`src/rtl/evm_pkg.sv`:
```
// Shared constants, the byte-serializer state type and the frame checksum helper
// for the voting machine's result reporter.
package evm_pkg;

    localparam int NUM_CAND    = 4;
    localparam logic [7:0] FRAME_HDR = 8'hA5;
    localparam int FRAME_BYTES = 6;

    typedef enum logic [1:0] {
        IDLE  = 2'd0,
        START = 2'd1,
        DATA  = 2'd2,
        STOP  = 2'd3
    } tx_state_t;

    // Sum is carried in 10 bits so four full bytes never overflow before truncation.
    function automatic logic [7:0] frame_checksum(
        input logic [7:0] a,
        input logic [7:0] b,
        input logic [7:0] c,
        input logic [7:0] d
    );
        logic [9:0] sum;
        sum = {2'b00, a} + {2'b00, b} + {2'b00, c} + {2'b00, d};
        return sum[7:0];
    endfunction

endpackage

```
`src/rtl/evm_uart_byte_tx.sv`:
```
// 8N1 byte serializer. Handshake: load is honoured when idle or in the last
// stop-bit cycle (byte_done=1), which lets bytes run back to back with no gap.
module evm_uart_byte_tx
    import evm_pkg::*;
#(
    parameter int CLKS_PER_BIT = 868
) (
    input  logic       clock,
    input  logic       reset,
    input  logic       load,
    input  logic [7:0] byte_in,
    output logic       tx,
    output logic       byte_done,
    output tx_state_t  state
);

    localparam int BW = (CLKS_PER_BIT > 1) ? $clog2(CLKS_PER_BIT) : 1;
    localparam logic [BW-1:0] LAST_CNT = BW'(CLKS_PER_BIT - 1);

    tx_state_t      next_state;
    logic [BW-1:0]  baud_cnt;
    logic [2:0]     bit_idx;
    logic [7:0]     shift;
    logic           bit_end;
    logic           take;

    assign bit_end   = (baud_cnt == LAST_CNT);
    assign byte_done = (state == STOP) && bit_end;
    assign take      = load && ((state == IDLE) || byte_done);

    always_ff @(posedge clock) begin
        if (reset) begin
            state <= IDLE;
        end else begin
            state <= next_state;
        end
    end

    always_comb begin
        next_state = state;
        case (state)
            IDLE:    if (load) next_state = START;
            START:   if (bit_end) next_state = DATA;
            DATA:    if (bit_end && (bit_idx == 3'd7)) next_state = STOP;
            STOP:    if (bit_end) next_state = load ? START : IDLE;
            default: next_state = IDLE;
        endcase
    end

    always_ff @(posedge clock) begin
        if (reset) begin
            baud_cnt <= '0;
            bit_idx  <= 3'd0;
            shift    <= 8'd0;
        end else if (take) begin
            shift    <= byte_in;
            baud_cnt <= '0;
            bit_idx  <= 3'd0;
        end else if (state != IDLE) begin
            if (bit_end) begin
                baud_cnt <= '0;
                // bit_idx wraps 7 -> 0 on its own as the byte leaves DATA
                if (state == DATA) bit_idx <= bit_idx + 3'd1;
            end else begin
                baud_cnt <= baud_cnt + 1'b1;
            end
        end
    end

    always_comb begin
        tx = 1'b1;
        case (state)
            START:   tx = 1'b0;
            DATA:    tx = shift[bit_idx];
            default: tx = 1'b1;
        endcase
    end

endmodule

```
`src/rtl/vote_tally_tx.sv`:
```
// Result reporter: snapshots the four candidate tallies on request and sends
// A5, c1..c4, checksum as one continuous UART frame.
module vote_tally_tx
    import evm_pkg::*;
#(
    parameter int CLKS_PER_BIT = 868,
    parameter int CNT_W        = 8
) (
    input  logic             clock,
    input  logic             reset,
    input  logic             mode,
    input  logic             report_req,
    input  logic [CNT_W-1:0] cand1_count,
    input  logic [CNT_W-1:0] cand2_count,
    input  logic [CNT_W-1:0] cand3_count,
    input  logic [CNT_W-1:0] cand4_count,
    output logic             tx,
    output logic             busy,
    output logic             done
);

    function automatic logic [7:0] sat8(input logic [CNT_W-1:0] c);
        if (c > CNT_W'(255)) return 8'hFF;
        return c[7:0];
    endfunction

    tx_state_t   tx_state;
    logic [7:0]  snap [NUM_CAND];
    logic [7:0]  sat_in [NUM_CAND];
    logic [7:0]  chk_q;
    logic [2:0]  byte_idx;
    logic [7:0]  byte_mux;
    logic        start_frame;
    logic        last_byte;
    logic        next_byte;
    logic        byte_done;
    logic        load;

    assign sat_in[0] = sat8(cand1_count);
    assign sat_in[1] = sat8(cand2_count);
    assign sat_in[2] = sat8(cand3_count);
    assign sat_in[3] = sat8(cand4_count);

    // The serializer never returns to IDLE between bytes, so its state alone says busy.
    assign busy        = (tx_state != IDLE);
    assign start_frame = mode && report_req && (tx_state == IDLE);
    assign last_byte   = (byte_idx == 3'(FRAME_BYTES - 1));
    assign next_byte   = byte_done && !last_byte;
    assign load        = start_frame || next_byte;
    assign done        = byte_done && last_byte;

    always_ff @(posedge clock) begin
        if (reset) begin
            byte_idx <= 3'd0;
            chk_q    <= 8'd0;
            for (int i = 0; i < NUM_CAND; i++) snap[i] <= 8'd0;
        end else if (start_frame) begin
            byte_idx <= 3'd0;
            chk_q    <= frame_checksum(sat_in[0], sat_in[1], sat_in[2], sat_in[3]);
            for (int i = 0; i < NUM_CAND; i++) snap[i] <= sat_in[i];
        end else if (next_byte) begin
            byte_idx <= byte_idx + 3'd1;
        end else if (done) begin
            byte_idx <= 3'd0;
        end
    end

    // Select the byte that follows the one currently finishing.
    always_comb begin
        byte_mux = chk_q;
        if (start_frame) begin
            byte_mux = FRAME_HDR;
        end else begin
            case (byte_idx)
                3'd0:    byte_mux = snap[0];
                3'd1:    byte_mux = snap[1];
                3'd2:    byte_mux = snap[2];
                3'd3:    byte_mux = snap[3];
                default: byte_mux = chk_q;
            endcase
        end
    end

    evm_uart_byte_tx #(
        .CLKS_PER_BIT(CLKS_PER_BIT)
    ) u_byte_tx (
        .clock     (clock),
        .reset     (reset),
        .load      (load),
        .byte_in   (byte_mux),
        .tx        (tx),
        .byte_done (byte_done),
        .state     (tx_state)
    );

endmodule

```
`config.mk`:
```
export PLATFORM = sky130hd
export DESIGN_NAME = vote_tally_tx
export DESIGN_NICKNAME = d
export VERILOG_FILES = /design/src/rtl/evm_pkg.sv /design/src/rtl/evm_uart_byte_tx.sv /design/src/rtl/vote_tally_tx.sv
export SDC_FILE = /design/constraint.sdc
export NUM_CORES = 1
export LEC_CHECK = 0
export CAP_MARGIN = 40
export CORE_MARGIN = 2
export CORE_UTILIZATION = 55
export CTS_CLUSTER_SIZE = 24
export DETAILED_ROUTE_END_ITERATION = 7
export PLACE_DENSITY_LB_ADDON = 0.2
export SYNTH_ARGS = -nofsm -noshare
export SYNTH_HDL_FRONTEND = slang
export SYNTH_HIERARCHICAL = 1
export SYNTH_SLANG_ARGS = --single-unit
```
`constraint.sdc`:
```
create_clock -name clock -period 3.8 [get_ports clock]
set_input_delay 0.76 -clock clock [delete_from_list [all_inputs] [get_ports clock]]
set_output_delay 0.76 -clock clock [all_outputs]
set_load 0.005 [all_outputs]
```
==> run_results.csv <==
group,metric,value,unit
clock_tree,worstSkewPairLatency,0.34,ns
clock_tree,htreeDepth,3,
synth,synth-seq-cells,66,
timing,finalCritPeriodShare,0.946,
routing,drtIter0Drc,131,
routing,ant_nets,0,
floorplan,die_y,87.1,um
synth,synth_top_cell_by_area,"edfxtp_1",
timing,relSlewSlack,0.536,
synth,muxShareOfSynthArea,0.0517,
clock_tree,post-cts-setup-buffers,0,
grt,overflow,0,
floorplan,die_w,87.1,um
synth,synthSimpleGateAreaFrac,0.193,
floorplan,core_area,6760,um^2
critical_path,crit_type,"in -> reg",
grt,grt_pass1_vias,2808,
cells_and_area,layout-drive-gt1-share,0.103,
clock_tree,cts_tree,"yes",
clock_tree,postCtsHoldBufs,0,
synth,netlist.area_leader.share,0.253,
timing,fmax,278,MHz
clock_tree,root_buffer,"clkbuf_8",
timing,setup_viol,0,
critical_path,arrival,3.84,ns
pwr,peakVddDrop,0.231,mV
cells_and_area,area_growth,19.3,%
synth,yosys-top-cells-area,"edfxtp_1 (25%), dfxtp_1 (18%), fa_1 (7.4%)",
pwr,power,2.12,mW
cells_and_area,n_antenna_cell,0,
synth,synthCells,366,
critical_path,reg2reg_slack,0.98,ns
synth,ys.flop_type,"dfxtp_1",
timing,whs,0.468,ns
clock_tree,clk_pin_slew,0.07,ns
pwr,power_leakage,1.78,nW
clock_tree,clock-sinks,66,
run_status,status,"finished, final reports clean",
placement,port_buffers,38,
synth,synth_area_per_cell,10.4,um^2
synth,yosys.cell_types.count,52,
clock_tree,numCtsBuffers,9,
synth,syn-num-nets,436,
synth,synth_warnings,6,
flow_run,drv_cap,0,
floorplan,rows,30,
synth,synth_edf_count,32,
grt,antenna_found_initial,0,
synth,synth-compound-area-share,0.0955,
clock_tree,cts_resized,0,
critical_path,critPathMaxFanout,3,
grt,grt_pass1_wl,12900,um
critical_path,crit_required,4.04,ns
routing,drt_wl_total,7730,um
critical_path,worstSetupEndpointType,"flop",
routing,vias,2808,
critical_path,cp-start-kind,"input pin",
placement,dp_hpwl,5710,um
cells_and_area,fin_nets,482,
routing,drt-pass1-iter-count,4,
floorplan,start_util,0.563,
pwr,p_per_area,467,nW/um^2
clock_tree,cts.path.max_buffers,2,
synth,synthArstFlopShare,0,
timing,clock_skew,0.00607,ns
synth,synth_fa_ha_area_frac,0.140,
timing,hold_viol_final,0,
synth,synth_top_family_by_area,"simple AND/OR/NAND/NOR gates",
timing,tightestPinTransition,0.695,ns
timing,maxSlewViolCount,0,
synth,yosysSeqAreaShare,0.432,
timing,finalCriticalPeriod,3.59,ns
routing,vias_per_cell,5.65,
synth,yosys.area_share.xor_xnor,0.0379,
synth,syn_area,3800,um^2
hold_path,hold_class,"reg -> reg",
routing,wl_per_cell,15.6,um
floorplan,die-area,7590,um^2
grt,grt_use_total,0.224,
floorplan,top_level_ports,39,
routing,drc,0,
timing,rsz0062_at_grt,"false",
grt,grt_max_degree,37,
placement,gp_congestion,0.867,
## worst max-delay path: stages
cell	delay [ns]
clkdlybuf4s50_1	0.45
inv_1	0.06
fa_1	0.53
inv_1	0.05
fa_1	0.45
ha_1	0.24
fa_1	0.43
a211oi_1	0.28
o21ai_0	0.17
and4_4	0.20
nor4_1	0.22
## layout make-up
cell class | count | area (um^2)
fill | 515 | 2220
multi-input combinational | 252 | 1980
sequential | 66 | 1640
timing repair buffer | 51 | 490
clock buffer | 15 | 198
inverter | 32 | 120
tap | 80 | 100
clock inverter | 1 | 5.00
## report_power, final
part / switching [mW] / internal, mW
Sequential: 0.0504 / 0.843
Combinational: 0.334 / 0.308
Clock: 0.253 / 0.330
Total: 0.637 / 1.48
## worst paths after layout
check                   startpoint                  to  cells after the start
max                 cand2_count[1]            chk_q[7]                     11
min                       chk_q[2]            chk_q[2]                      2
max reg2reg  u_byte_tx/baud_cnt[0]  u_byte_tx/shift[7]                     11
min reg2reg               chk_q[2]            chk_q[2]                      2
## Yosys cell counts, drive strengths merged (3+ instances only)
cell type / n
a211oi: 6
a21oi: 11
a222oi: 4
a22oi: 8
a31oi: 7
and2: 18
buf: 6
clkbuf: 10
dfxtp: 34
edfxtp: 32
fa: 14
ha: 20
inv: 32
mux2i: 14
nand2: 27
nand3: 6
nand3b: 3
nand4b: 3
nor2: 30
nor2b: 7
nor3: 18
nor4: 3
o21ai: 7
or2: 3
or3: 5
xnor2: 10
xor2: 3
## state kept, by name (all words and copies together), names as in the netlist
| name | cells |
|---|---|
| u_byte_tx/bit_idx | 3 |
| byte_idx | 3 |
| u_byte_tx/baud_cnt | 10 |
| u_byte_tx/state | 2 |
| snap | 32 |
| u_byte_tx/shift | 8 |
| chk_q | 8 |
## stage by stage
| step | setup TNS [ns] | utilization | area, um^2 | cells | setup WS (ns) |
|---|---|---|---|---|---|
| final | 0 | 0.671 | 4530 | 497 | 0.207 |
| after CTS | 0 | 0.671 | 4530 | 497 | 0.229 |
| after global placement | -0.103 | 0.637 | 4300 | 477 | -0.103 |
| after detailed placement | -0.123 | 0.641 | 4330 | 481 | -0.123 |
| after floorplan | 0 | - | 3800 | 366 | 0.468 |
| after global routing | 0 | 0.671 | 4530 | 497 | 0.0591 |
## placed cells by master (no fill, tap or decap), types with 7 or more instances in the layout
cell             count
a21oi_1             11
a22oi_1              8
a31oi_1              7
and2_1              17
buf_4               12
clkbuf_8            12
clkdlybuf4s50_1     38
dfxtp_1             34
edfxtp_1            32
fa_1                14
ha_1                20
inv_1               32
mux2i_1             14
nand2_1             27
nor2_1              30
nor2b_1              7
nor3_1              18
o21ai_0              7
xnor2_1              9
## routing by layer
layer | GRT usage | vias to the layer above | routed length [um]
met5 | 0 | - | 0
met4 | 0.0783 | 0 | 77
met3 | 0.0474 | 7 | 323
met2 | 0.390 | 70 | 4050
met1 | 0.277 | 1353 | 3280
li1 | - | 1378 | -
## cell families after synthesis
group,after synthesis
compound gates,52
xor+xnor,14
fa+ha+maj,34
buf+inv,48
flops,66
mux,17
simple gates,135
Power figures use the tool's default switching activity.
